**config.mk**
```make
export PLATFORM = sky130hd
export DESIGN_NAME = inst_mem_responder
export DESIGN_NICKNAME = d
export VERILOG_FILES = /design/src/rtl/inst_mem_responder_pkg.sv /design/src/rtl/inst_mem_array.sv /design/src/rtl/inst_mem_responder.sv
export SDC_FILE = /design/constraint.sdc
export NUM_CORES = 2
export LEC_CHECK = 0
export CORE_AREA = 5 5 737 556
export CTS_BUF_LIST = sky130_fd_sc_hd__clkbuf_16
export CTS_CLUSTER_DIAMETER = 50
export DETAILED_ROUTE_END_ITERATION = 10
export DIE_AREA = 0 0 742 561
export PLACE_DENSITY = 0.65
export SLEW_MARGIN = 20
export SYNTH_ARGS = -nofsm -noshare
export SYNTH_HDL_FRONTEND = slang
export SYNTH_HIERARCHICAL = 1
export SYNTH_SLANG_ARGS = --single-unit
```
**constraint.sdc**
```tcl
create_clock -name clk -period 3.8 [get_ports clk]
set_input_delay 0.38 -clock clk [delete_from_list [all_inputs] [get_ports clk]]
set_output_delay 0.38 -clock clk [all_outputs]
set_load 0.005 [all_outputs]
```
**src/rtl/inst_mem_responder_pkg.sv**
```systemverilog
// rtl/inst_mem_responder_pkg.sv - shared widths, default fill word and FSM states
package inst_mem_responder_pkg;
   localparam int WORD_W = 16;
   localparam int ADDR_W = 16;
   localparam logic [WORD_W-1:0] DEFAULT_NOP_WORD = 16'h0000;

   typedef enum logic [1:0] {
      ST_IDLE = 2'd0,
      ST_LOAD = 2'd1,
      ST_DONE = 2'd2
   } state_e;
endpackage

```
**src/rtl/inst_mem_array.sv**
```systemverilog
// rtl/inst_mem_array.sv - DEPTHx16 instruction store, async read, sync write, no reset
module inst_mem_array
   import inst_mem_responder_pkg::*;
#(
   parameter int DEPTH = 256,
   parameter int AW = $clog2(DEPTH),
   parameter logic [WORD_W-1:0] INIT_WORD = DEFAULT_NOP_WORD
) (
   input  logic              clk,
   input  logic              we_i,
   input  logic [AW-1:0]     waddr_i,
   input  logic [WORD_W-1:0] wdata_i,
   input  logic [AW-1:0]     raddr_i,
   output logic [WORD_W-1:0] rdata_o
);
   // Contents survive rst; the initializer only sets power-up state.
   logic [WORD_W-1:0] mem_q [DEPTH] = '{default: INIT_WORD};

   always_ff @(posedge clk) begin
      if (we_i) begin
         mem_q[waddr_i] <= wdata_i;
      end
   end

   assign rdata_o = mem_q[raddr_i];
endmodule

```
**src/rtl/inst_mem_responder.sv**
```systemverilog
// rtl/inst_mem_responder.sv - instruction fetch responder with streamed program load
module inst_mem_responder
   import inst_mem_responder_pkg::*;
#(
   parameter int DEPTH = 256,
   parameter logic [WORD_W-1:0] NOP_WORD = DEFAULT_NOP_WORD
) (
   input  logic              clk,
   input  logic              rst,
   input  logic [ADDR_W-1:0] to_mem_addr,
   output logic [WORD_W-1:0] from_mem_data,
   output logic              mem_stall,
   input  logic              load_start,
   input  logic [ADDR_W-1:0] load_base,
   input  logic              load_valid,
   input  logic [WORD_W-1:0] load_data,
   input  logic              load_last,
   output logic              load_ready,
   output logic              load_done,
   output logic              addr_err
);
   localparam int AW = $clog2(DEPTH);
   localparam logic [ADDR_W:0]   DEPTH_EXT = (ADDR_W+1)'(DEPTH);
   localparam logic [ADDR_W-1:0] LAST_ADDR = ADDR_W'(DEPTH - 1);

   state_e            state_q;
   logic [ADDR_W-1:0] ptr_q;
   logic [ADDR_W-1:0] ptr_d;
   logic              load_ready_q;
   logic              load_done_q;
   logic              mem_stall_q;
   logic              addr_err_q;

   logic              fetch_in_range;
   logic              base_in_range;
   logic              wr_en;
   logic              ptr_at_last;
   logic              last_accept;
   logic [WORD_W-1:0] rd_data;

   assign fetch_in_range = {1'b0, to_mem_addr} < DEPTH_EXT;
   assign base_in_range  = {1'b0, load_base} < DEPTH_EXT;
   assign wr_en          = (state_q == ST_LOAD) && load_valid;
   assign ptr_at_last    = (ptr_q == LAST_ADDR);
   assign last_accept    = wr_en && (load_last || ptr_at_last);
   // Pointer parks on the last slot so it can never wrap back to 0.
   assign ptr_d          = ptr_at_last ? ptr_q : ptr_q + 16'd1;

   always_ff @(posedge clk or posedge rst) begin
      if (rst) begin
         state_q      <= ST_IDLE;
         ptr_q        <= '0;
         load_ready_q <= 1'b0;
         load_done_q  <= 1'b0;
         mem_stall_q  <= 1'b0;
         addr_err_q   <= 1'b0;
      end else begin
         case (state_q)
            ST_IDLE: begin
               if (!fetch_in_range) begin
                  addr_err_q <= 1'b1;
               end
               if (load_start) begin
                  ptr_q       <= load_base;
                  mem_stall_q <= 1'b1;
                  if (base_in_range) begin
                     state_q      <= ST_LOAD;
                     load_ready_q <= 1'b1;
                  end else begin
                     state_q     <= ST_DONE;
                     load_done_q <= 1'b1;
                     addr_err_q  <= 1'b1;
                  end
               end
            end
            ST_LOAD: begin
               if (wr_en) begin
                  ptr_q <= ptr_d;
                  if (ptr_at_last && !load_last) begin
                     addr_err_q <= 1'b1;
                  end
                  if (last_accept) begin
                     state_q      <= ST_DONE;
                     load_ready_q <= 1'b0;
                     load_done_q  <= 1'b1;
                  end
               end
            end
            ST_DONE: begin
               state_q     <= ST_IDLE;
               load_done_q <= 1'b0;
               mem_stall_q <= 1'b0;
            end
            default: begin
               state_q      <= ST_IDLE;
               load_ready_q <= 1'b0;
               load_done_q  <= 1'b0;
               mem_stall_q  <= 1'b0;
            end
         endcase
      end
   end

   inst_mem_array #(
      .DEPTH     (DEPTH),
      .AW        (AW),
      .INIT_WORD (NOP_WORD)
   ) u_array (
      .clk     (clk),
      .we_i    (wr_en),
      .waddr_i (ptr_q[AW-1:0]),
      .wdata_i (load_data),
      .raddr_i (to_mem_addr[AW-1:0]),
      .rdata_o (rd_data)
   );

   assign from_mem_data = ((state_q == ST_IDLE) && fetch_in_range) ? rd_data : NOP_WORD;
   assign load_ready    = load_ready_q;
   assign load_done     = load_done_q;
   assign mem_stall     = mem_stall_q;
   assign addr_err      = addr_err_q;
endmodule

```
Word level (Yosys, flattened, before mapping)
Memory sizes are Yosys's and may differ from the RTL's.
Cells that the tools add are included.
Word-level totals
  output and inout bits: 20
  bits in writable memories: 4096
  memories kept: 1
  register bits: 22
  logic and storage cells: 66
Memory list
  u_array.mem_q: words 256, bits a word 16, rd ports 1, clocked after memory_dff 0, wr ports 1, RTL line inst_mem_array.sv:17  | logic [WORD_W-1:0] mem_q [DEPTH] = '{default: INIT_WORD};
Operators by class
  order comparisons: 2
  reduce and logical (&&, ||, !) cells: 14
  equality and inequality tests: 10
  mux-type cells: 30
  add/subtract/negate cells: 1
  bitwise operators: 2
Operator list (count)
  $mux W16: 4
  $lt A16 B9 Y1 const B: 2
  $pmux W16 S2: 1
  $add A16 B1 Y16 const B: 1
  $eq A16 B8 Y1 const B: 1
  $mux W1: 16
  $ne A2 B2 Y1 const B: 6
  $mux W2: 4
  $reduce_and A4 Y1: 2
  $pmux W1 S2: 3
  $reduce_and A3 Y1: 2
  $reduce_and A5 Y1: 1
  $logic_and A1 B1 Y1: 4
  $pmux W2 S2: 1
  $pmux W1 S3: 1
  $eq A2 B1 Y1 const B: 1
  $eq A2 B2 Y1 const B: 1
  $logic_not A2 Y1: 1
  $ne A2 B1 Y1 const B: 1
  $not A1 Y1: 2
  $reduce_and A2 Y1: 1
  $reduce_bool A2 Y1: 1
  $logic_not A1 Y1: 1
  $logic_or A1 B1 Y1: 1

Logic depth before layout (Yosys ltp)
  word-level depth: 6
  depth in mapped cells: 13
  gate-level depth less buffers: 7

Modules after synthesis
Netlist, hierarchy kept.
Modules (own cells, without submodules)
  inst_mem_array: times used 1, area each 158394.4 um2, cells an instance 7344, seq. area each 122998.0 um2
  inst_mem_responder: times used 1, area each 1607.8 um2, cells an instance 189, seq. area each 550.5 um2

Worst setup path after synthesis
OpenSTA, ideal clock, no wires.
  path type: register -> register
  from: reg state_q[0]
  to: mem u_array.mem_q[234][0] (enable)
  data required time: 3.412 ns
  stages on the path, launching flop included: 10
  arrival: 2.749 ns
  buffers on the path: 4
  setup slack: 0.663 ns
  period minus slack after synthesis: 3.137 ns
  cell sequence: dfrtp_1 -> mux2i_1 -> or2_1 -> clkbuf_1 -> nor2_1 -> clkbuf_1 -> clkbuf_1 -> nand3_1 -> clkbuf_1 -> nor2_1
Between the ends
  word-level cells in the longest chain between the ends: 4
RTL lines
  start, declared: RTL line inst_mem_responder.sv:26  | state_e state_q;
  start signal, assigned: RTL line inst_mem_responder.sv:51  | state_q <= ST_IDLE;
  start signal, assigned: RTL line inst_mem_responder.sv:67  | state_q <= ST_LOAD;
  start signal, assigned: RTL line inst_mem_responder.sv:70  | state_q <= ST_DONE;
  $eq A2 B1 Y1: RTL line inst_mem_responder.sv:43  | assign wr_en = (state_q == ST_LOAD) && load_valid;
  $logic_and A1 B1 Y1: RTL line inst_mem_responder.sv:43
  net wr_en: RTL line inst_mem_responder.sv:36  | logic wr_en;
  $mux W1: RTL line inst_mem_array.sv:20  | if (we_i) begin
  $mux W1 (not written as such): RTL line inst_mem_array.sv:21  | mem_q[waddr_i] <= wdata_i;
  end, declared: RTL line inst_mem_array.sv:17
The timed path passes the listed nets, and every way through them passes these cells.

Final worst setup path
  from: mem u_array.mem_q[63][13]
  to: out from_mem_data[13]
Between the ends
  word-level cells in the longest chain between the ends: 2
RTL lines
  $mem_v2 Z256 W16
  net rd_data[13]: RTL line inst_mem_responder.sv:39  | logic [WORD_W-1:0] rd_data;
  $mux W16: RTL line inst_mem_responder.sv:117  | assign from_mem_data = ((state_q == ST_IDLE) && fetch_in_range) ? rd_data : NOP_WORD;
  end, declared: RTL line inst_mem_responder.sv:11  | output logic [WORD_W-1:0] from_mem_data,
The timed path passes the listed nets, and every way through them passes these cells.

==> results.toml <==
[run_status]
status = "finished with violations"
failed_checks = "negative setup slack"

[worst_setup_path]
cp_max_fo = 1
reg2reg_slack_ns = 0.45
cp-end-kind = "output pin"
critPathBufInv = 2
cp_top_family = "multiplexers"
slowest_delay_ns = 0.57
cp_cell_sequence = "mux4_2 > mux4_2 > a22o_4 > o32ai_4 > buf_6 > nor4_4 > and2_4 > buf_6"
path_class = "reg -> out"
worst_ep_arrival_time_ns = 3.65
start_kind = "flip-flop"
cp.required_ns = 3.42
slowest_stage = "mux4_2"

[sta]
finalHoldViolCount = 0
fmax_mhz = 248
fin_hold_ws_ns = 0.0557
maxSlewHeadroom_pct = 17.7
fin_skew_ns = 0.0488
fin_ws_ns = -0.235
finalSetupTns_ns = -1.19
tightest_slew_ns = 1.23
fin_crit_sh_pct = 106
drv_slew = 0
rsz0062_at_grt = "true"
period_needed_ns = 4.03
setup_viol = 13

[grt]
track_usage_pct = 20.6
grt_pass1_vias = 81741
use_met3_pct = 5.80
met2_usage_pct = 29.8
grtUsageMet1_pct = 30.8
overflow = 0
antenna_found_initial = 16
grt_pass1_wl_um = 618000
grt_max_degree = 153
grt_busiest_layer = "met1"

[final_layout]
drive_above_1_share_pct = 30.5
nFillCells = 32527
fin_area_mm2 = 0.189
fin_nets = 8608
syn_to_final_growth_pct = 18.1

[clock_tree]
cts.sinks = 4118
clk_pin_slew_ns = 0.06
cts-root-buf = "clkbuf_16"
cts_buffer_depth = 4
numCtsBuffers = 391
cts_tree = "built"
insertion_delay_ns = 0.92
h-tree-depth = 5

[logic_synthesis]
synth_enable_flop_cells = 4096
async_reset_ff_share_pct = 0.534
synth_ff_type = "edfxtp_1"
syn_inst = 7533
syn_area_per_cell_um2 = 21.2
netlist_area_mm2 = 0.160
yosysUniqueCellTypes = 72
ys_seq_area_share_pct = 77.2
yosys_warnings = 6
syn_nets = 7587
ys_ff_latch = 4118

[routing]
detail_route.wirelength_um = 438000
drt-initial-drc-count = 12523
viasPerCell = 5.89
ant_nets = 0
dr.pass1.iters = 7
drc = 0
wl_per_cell_um = 30.7
vias = 84123

[place]
dpl_cell_area_mm2 = 0.175
dp_worst_setup_slack_ns = -1.18
hpwl_um = 277000
io_buffers = 72
gp_congestion = 0.944

[pwr]
design_power_total_w = 0.0940
irDropWorstVdd_mv = 0.484
leakagePower_nw = 61.0
powerDensity_mw_per_mm2 = 497

[die]
die_w_um = 742
dieArea_mm2 = 0.416
floorplan.initialDensity_pct = 39.8
row_count = 202
fp.dieH_um = 561
top_level_ports = 73
core-area_mm2 = 0.402

[flow_run]
drv_cap = 0

[hold_path]
hold_path_class = "in -> reg"
## path summary, 6_finish.rpt
check | from | end | cells after the start
setup / recovery | u_array/mem_q[63][13] | from_mem_data[13] | 8
hold / removal | load_data[1] | u_array/mem_q[158][1] | 1
setup reg to reg | ptr_q[7] | u_array/mem_q[55][9] | 4
hold reg to reg | addr_err | addr_err | 1
max in group asynchronous | rst | ptr_q[14] | 3
min in group asynchronous | rst | ptr_q[3] | 3
## synthesized netlist by cell type (5+ instances only)
master | instances | area share [%]
nor2b_1 | 11 | 0.043
a22o_1 | 36 | 0.20
a21oi_1 | 182 | 0.57
o31ai_1 | 17 | 0.080
mux4_2 | 797 | 11
buf_4 | 27 | 0.13
nand4_1 | 35 | 0.14
dfrtp_1 | 22 | 0.34
buf_12 | 5 | 0.063
o22ai_1 | 149 | 0.58
o32ai_1 | 20 | 0.11
nor4_1 | 25 | 0.098
mux2_2 | 89 | 0.63
mux2i_1 | 566 | 3.5
and3_1 | 14 | 0.055
a31oi_1 | 10 | 0.039
nand2_1 | 47 | 0.11
a211oi_1 | 20 | 0.094
edfxtp_1 | 4096 | 77
nand3_1 | 42 | 0.13
o221ai_1 | 252 | 1.4
o21ai_0 | 42 | 0.13
and2_1 | 20 | 0.078
inv_1 | 7 | 0.016
clkbuf_1 | 234 | 0.55
a2111oi_0 | 6 | 0.033
a221oi_1 | 28 | 0.15
a22oi_1 | 45 | 0.21
buf_1 | 28 | 0.066
buf_6 | 79 | 0.56
buf_8 | 11 | 0.10
nor3_1 | 99 | 0.31
nor2_1 | 327 | 0.77
buf_2 | 78 | 0.24
## flip-flops by register name, summed over array words and instances (netlist names)
register       count
u_array/mem_q   4096
load_done          1
ptr_q             16
state_q            2
load_ready         1
addr_err           1
mem_stall          1
## layout by cell type, fill, tap and decap left out, drive strengths merged, types with 22 or more instances in the layout
master / n
o221ai: 253
inv: 91
a22o: 36
nor3: 99
clkbuf: 403
o22ai: 149
nand2: 47
mux2i: 566
bufinv: 34
o21ai: 46
a22oi: 45
nand3: 42
a221oi: 28
a21oi: 182
dfrtp: 22
clkinv: 166
edfxtp: 4096
mux4: 797
clkdlybuf4s50: 35
nor2: 327
buf: 1035
nand4: 35
nor4: 27
mux2: 89
## worst register-to-register path, stage by stage, from the launching register on
cell and delay [ns]:
dfrtp_1 0.64, nor2_1 0.67, nand3_1 0.77, nor2_1 0.67
buf_4 0.31
## report_power, final
part | total, W | switching (W) | internal, W | leakage (nW)
clock network | 0.0382 | 0.0168 | 0.0215 | 6.34
logic | 0.00570 | 0.00351 | 0.00219 | 17.6
registers | 0.0501 | 0.000107 | 0.0499 | 37.1
## routing by layer
metal  share of wire, %  wire length [um]
met5             0.0023                10
met4                2.7             11700
met3                 13             56200
met2                 44            192000
met1                 41            178000
## through the flow
step,utilization (%),instances
final,47.0,14275
after global routing,47.0,14271
after CTS,46.9,14272
after detailed placement,43.5,13567
after global placement,43.5,13567
after floorplan,-,7533
## logic make-up after synthesis
logic type      count (synthesis)  share of synthesized area, %
buf+inv                       470                          1.73
mux                          1452                          15.4
simple gates                  660                          1.94
compound gates                832                          3.72
flops                        4118                          77.2
fa+ha+maj                       1                       0.00782
## layout make-up
type	count	area [um2]	area share, %
tap	5406	6760	3.58
antenna	4	10.0	0.00530
clock buffer	401	10000	5.31
timing repair buffer	1090	10900	5.77
multi-input combinational	2945	35300	18.7
inverter	8	42.5	0.0225
clock inverter	303	2420	1.28
sequential	4118	124000	65.4
## repair_timing
action                                  CTS  global route
hold buffers                             15             0
resized for setup                       275            63
endpoints found under the setup margin   16            16
gates cloned                              4             1
endpoints found under the hold margin   382             0
setup buffers                             4             0
pin swaps                                69            39
No activity file was read; power rests on OpenSTA's default activity.
